### config.mk
export PLATFORM = sky130hd
export DESIGN_NAME = bw_ctu_jbus_clsp_seq
export DESIGN_NICKNAME = d
export VERILOG_FILES = /design/src/rtl/bw_ctu_jbus_clsp_seq.sv
export SDC_FILE = /design/constraint.sdc
export NUM_CORES = 1
export LEC_CHECK = 0
export CELL_PAD_IN_SITES_DETAIL_PLACEMENT = 0
export CELL_PAD_IN_SITES_GLOBAL_PLACEMENT = 2
export CORE_MARGIN = 2
export CORE_UTILIZATION = 36
export CTS_BUF_LIST = sky130_fd_sc_hd__clkbuf_16
export CTS_CLUSTER_DIAMETER = 200
export DETAILED_ROUTE_END_ITERATION = 6
export DONT_BUFFER_PORTS = 1
export PLACE_DENSITY_LB_ADDON = 0.1
export SLEW_MARGIN = 10
export SYNTH_ARGS = -nofsm -noshare
export SYNTH_HDL_FRONTEND = slang
export SYNTH_SLANG_ARGS = --single-unit
### constraint.sdc
create_clock -name rclk -period 1.89 [get_ports rclk]
set_input_delay 0.378 -clock rclk [delete_from_list [all_inputs] [get_ports rclk]]
set_output_delay 0.378 -clock rclk [all_outputs]
set_load 0.05 [all_outputs]
### src/rtl/bw_ctu_jbus_clsp_seq.sv
// J-Bus cluster header sequencer: orders clock enable, global reset release and
// debug-init pulses for one clock cluster, and reverses the order on stop.
module bw_ctu_jbus_clsp_seq #(
   parameter int CNT_W    = 4,
   parameter int CKEN_DLY = 4,
   parameter int DBG_LEN  = 3,
   parameter int STOP_DLY = 2
) (
   input  logic rclk,
   input  logic arst_l,
   input  logic start_req,
   input  logic stop_req,
   input  logic dbg_req,
   output logic cluster_cken,
   output logic grst_l,
   output logic gdbginit_l,
   output logic dbg_ack,
   output logic stopped
);

   typedef enum logic [2:0] {
      IDLE = 3'd0,
      CKEN = 3'd1,
      RUN  = 3'd2,
      DBG  = 3'd3,
      STOP = 3'd4
   } state_t;

   localparam logic [CNT_W-1:0] CKEN_LD = CNT_W'(CKEN_DLY - 1);
   localparam logic [CNT_W-1:0] DBG_LD  = CNT_W'(DBG_LEN - 1);
   localparam logic [CNT_W-1:0] STOP_LD = CNT_W'(STOP_DLY - 1);

   state_t           state_q, state_d;
   logic [CNT_W-1:0] cnt_q, cnt_d;
   logic             cnt_zero;
   logic             dbg_done;

   logic cken_d, grst_d, gdbg_d, ack_d, stopped_d;

   assign cnt_zero = (cnt_q == '0);

   // State and shared delay counter
   always_ff @(posedge rclk or negedge arst_l) begin
      if (!arst_l) begin
         state_q <= IDLE;
         cnt_q   <= '0;
      end else begin
         state_q <= state_d;
         cnt_q   <= cnt_d;
      end
   end

   // Next state; stop always wins over debug and over the bring-up delay
   always_comb begin
      state_d  = state_q;
      cnt_d    = cnt_zero ? '0 : cnt_q - CNT_W'(1);
      dbg_done = 1'b0;
      case (state_q)
         IDLE: begin
            if (start_req && !stop_req) begin
               state_d = CKEN;
               cnt_d   = CKEN_LD;
            end
         end
         CKEN: begin
            if (stop_req) begin
               state_d = STOP;
               cnt_d   = STOP_LD;
            end else if (cnt_zero) begin
               state_d = RUN;
            end
         end
         RUN: begin
            if (stop_req) begin
               state_d = STOP;
               cnt_d   = STOP_LD;
            end else if (dbg_req) begin
               state_d = DBG;
               cnt_d   = DBG_LD;
            end
         end
         DBG: begin
            if (stop_req) begin
               state_d = STOP;
               cnt_d   = STOP_LD;
            end else if (cnt_zero) begin
               state_d  = RUN;
               dbg_done = 1'b1;
            end
         end
         STOP: begin
            if (cnt_zero) state_d = IDLE;
         end
         default: begin
            state_d = IDLE;
            cnt_d   = '0;
         end
      endcase
   end

   // Output values are decoded from the next state so the flops below
   // change on the same edge as the state transition.
   always_comb begin
      cken_d    = (state_d != IDLE);
      grst_d    = (state_d == RUN) || (state_d == DBG);
      gdbg_d    = (state_d == RUN);
      stopped_d = (state_d == IDLE);
      ack_d     = dbg_done;
   end

   always_ff @(posedge rclk or negedge arst_l) begin
      if (!arst_l) begin
         cluster_cken <= 1'b0;
         grst_l       <= 1'b0;
         gdbginit_l   <= 1'b0;
         dbg_ack      <= 1'b0;
         stopped      <= 1'b1;
      end else begin
         cluster_cken <= cken_d;
         grst_l       <= grst_d;
         gdbginit_l   <= gdbg_d;
         dbg_ack      <= ack_d;
         stopped      <= stopped_d;
      end
   end

endmodule

Word-level counts from Yosys, hierarchy flattened

Cells that the tools add are included.

Mux-type cells: 16
Reductions and logical operators: 8
Eq/ne operators: 6
Add/sub/neg operators: 1

Operators by type and width:

| kind                  | number |
|---|---|
| $mux W4               | 5 |
| $mux W3               | 6 |
| $pmux W4 S4           | 1 |
| $eq A3 B2 Y1 const B  | 4 |
| $pmux W3 S4           | 1 |
| $logic_not A3 Y1      | 2 |
| $logic_not A4 Y1      | 1 |
| $sub A4 B1 Y4 const B | 1 |
| $eq A3 B1 Y1 const B  | 1 |
| $eq A3 B3 Y1 const B  | 1 |
| $mux W1               | 3 |
| $reduce_bool A3 Y1    | 1 |
| $reduce_or A2 Y1      | 1 |
| $logic_and A1 B1 Y1   | 1 |
| $logic_not A1 Y1      | 1 |
| $logic_or A1 B1 Y1    | 1 |

Input port bits: 5
Register bits after elaboration: 12

Depth between registers and ports, before layout

Depth in word-level cells: 6
Gate-level depth with buffers: 5

Worst setup path after synthesis

Ideal clock, no wire load.

Path kind: reg2reg
Start point: reg cnt_q[0]
End point: reg cnt_q[1]
Data required time: 1758 ps
Clock period less this slack: 1429 ps
Setup time: 132 ps
Arrival: 1297 ps
Stages on the path, launching flop included: 6
Setup slack: 461 ps
Path through: dfrtp_1 > inv_1 > ha_1 > or3b_2 > o21ai_0 > o21ai_0

Word-level cells in the longest chain between the ends: 5
Elaborated cells between the ends (all ways): 8
Those cells by class: 1 x add/sub; 6 x mux; 1 x reduce/logical

RTL lines:

| what                                                     | line   | source |
|---|---|---|
| start, declared                                          | 34     | `logic [CNT_W-1:0] cnt_q, cnt_d;` |
| start signal, assigned                                   | 49     | `cnt_q <= cnt_d;` |
| $sub A4 B1 Y4 / $logic_not A4 Y1 (equally long branches) | 56, 40 |  |
| $mux W4 (*)                                              | 56     | `cnt_d = cnt_zero ? '0 : cnt_q - CNT_W'(1);` |
| $mux W4                                                  | 77     | `end else if (dbg_req) begin` |
| $mux W4                                                  | 74     | `if (stop_req) begin` |
| $pmux W4 S4 (*)                                          | 58     | `case (state_q)` |
| named net cnt_d[1]                                       | 34     |  |

The timed path passes the listed nets; every way through them passes the cells marked *.

Final worst setup path

Same ends and word-level chain as after synthesis.

==> results.ini <==
[outcome]
status=complete, no violations

[floorplan]
initial_utilization=0.3870
core_mm2=0.001506
std_cell_rows=14
die_x_um=44.25
die_h_um=44.25
ioPinCount=10
die_area_mm2=0.001958

[synth]
synthArstFlopShare=1.000
synth_cells=56
synthFlopType=dfrtp_1
synth_edf_count=0
avgSynthCellArea_um2=10.41
synth.top_cells.by_count=dfrtp_1, nor3_1, inv_1, o21ai_0
yosys_warnings=0
synth_seq_area_share=0.5172
synth_nets=62
yosys-top-cells-area=dfrtp_1, nor3_1, dfstp_2
synth_top_area_cell=dfrtp_1
ys_ff_latch=12
yosysTopAreaCellShare=0.4721
synth_area_um2=583.1
synth_cell_types=25
yosysMostFrequentCell=dfrtp_1

[cells_and_area]
drive_gt1_frac=0.1228
final_area_um2=665.6
area_delta_synth_final_pct=14.16
ff_latch_area_um2=301.5
fin_nets=64
fillerInstances=153
diodes=0
final_cells=73
final_util=0.4419
multi_input_area_um2=240.2

[timing]
setup_viol=0
setup_tns_ns=0
max_slew.worst_pin.slew_ns=0.5014
grt_setup_unrepaired=no
hold_viol=0
slew_viol_final=0
timing.final.crit_share=0.8340
finClkSkew_ns=0.002763
layout_setup_ws_ns=0.3138
fmax_mhz=634.4
fin_crit_ns=1.576
hold_ws_ns=0.2134
slew_headroom=0.6647

[place]
place_inst=68
dp_slack_ns=0.3177
place_hpwl_um=785.7
io_buffers=0
placed_area_um2=576.8
finalWeightedCongestion=0.7920

[setup_path]
startpoint_type=flip-flop
path_max_fanout=4
crit_required_ns=1.99
r2r-end=cnt_q[1]
critPathCaptureType=flip-flop
critPathKind=reg -> reg
r2r-start=cnt_q[0]
crit_arrival_ns=1.68
r2r_slack_ns=0.31
reg2regPathDepth=5

[power]
seqPwrFrac=0.449
ir_drop_uv=770.8
power.share.combinational=0.238
power.share.clock=0.313
p_per_area_mw_per_mm2=1782
netSwitchingFraction=0.3553
p_sw_mw=0.4214
internal-power_mw=0.7646
p_leak_nw=0.2834
total_power_mw=1.186

[min_path]
worst_hold_path_type=in -> reg
holdCritStartpoint=stop_req
hold_depth=1
hold_end=grst_l

[cts]
post_cts_resized=0
clock_latency_ns=0.23
clk_pin_slew_worst_paths_ns=0.04
cts.sinks=12
clockBufferDepth=2
cts_max_level=1
cts_tree=done
cts_buffers=3
root_buffer=clkbuf_16

[grt]
grt_max_degree=13
grt_pass1_vias=396
track_usage=0.1229
grt_overflow=0
grt_pass1_wl_um=1752
antenna_found_initial=0

[routing]
via_per_inst=5.753
drc=0
firstDrtPassIters=3
drtAntennaViolNets=0
num_vias=420
postRouteWirelength_um=1030
drtIter0Drc=4
avgRoutedWirePerCell_um=14.11

[job]
drv_cap=0

-- what timing repair did --
action,4_1_cts,5_1_grt
hold endpoints to repair,12,0
hold buffers,1,0
buffers inserted,0,0
-- registers in the layout, summed over array words and instances (netlist names) --
signal,count
cluster_cken,1
cnt_q,4
dbg_ack,1
gdbginit_l,1
grst_l,1
state_q,3
stopped,1
-- how the worst max path moves through the flow --
stage                     startpoint  cells after the start       end
after CTS                   cnt_q[0]                      5  cnt_q[1]
after detailed placement    cnt_q[0]                      5  cnt_q[1]
after global placement      cnt_q[0]                      5  cnt_q[1]
after global routing        cnt_q[0]                      5  cnt_q[1]
final                       cnt_q[0]                      5  cnt_q[1]
after floorplan             cnt_q[0]                      5  cnt_q[1]
-- cell usage in the layout (no fill, tap or decap) --
cell type      synthesis  final
a21oi_1                2      2
a21oi_2                1      1
a22oi_1                1      1
a31o_1                 1      1
clkbuf_16              0      3
dfrtp_1               11     11
dfstp_2                1      1
dlygate4sd3_1          0      1
ha_1                   1      1
inv_1                  4      5
mux2i_1                1      1
nand2_1                2      2
nand3_1                1      1
nor2_1                 3      3
nor3_1                 7      7
nor3b_1                2      2
o211a_1                1      1
o211ai_1               1      1
o21ai_0                4      4
o22ai_1                1      1
o31ai_1                1      1
or3b_2                 1      1
or4_4                  1      1
or4b_1                 2      2
xnor2_1                2      2
-- logic make-up (layout without fill, tap and decap cells) --
family,after synthesis,in the layout,share of synthesized area
AO/OA/AOI/OAI,13,13,0.1481
XOR/XNOR,2,2,0.03005
adder cells (fa/ha/maj),1,1,0.02146
buffers and inverters,8,9,0.07080
flip-flops,12,12,0.5172
multiplexers,1,1,0.01717
AND/OR/NAND/NOR,19,19,0.1953
-- metal layers --
metal | wire [um] | track usage
met1 | 480 | 0.1473
met2 | 487 | 0.2000
met3 | 63 | 0.05306
met4 | 0 | 0.03636
met5 | 0 | 0
-- critical path, stage by stage (launching register included) --
cell     delay, ns
dfrtp_1       0.36
inv_1         0.08
ha_1          0.20
or3b_2        0.51
o21ai_0       0.17
o21ai_0       0.13
-- cell type report --
cell class                 count  area share
inverter                       4     0.02256
clock inverter                 1    0.005639
clock buffer                   3      0.1128
sequential                    12      0.4530
timing repair buffer           1     0.01504
multi-input combinational     36      0.3609
tap                           16     0.03008
-- power by group through the flow --
stage          combinational (mW)  clock (mW)  sequential (mW)
2_1_floorplan               0.284           0            0.480
4_1_cts                     0.288       0.378            0.532
6_report                    0.282       0.372            0.532
5_1_grt                     0.320       0.395            0.543
3_3_place_gp                0.274           0            0.527
3_5_place_dp                0.279           0            0.535
No activity file was read; power rests on OpenSTA's default activity.
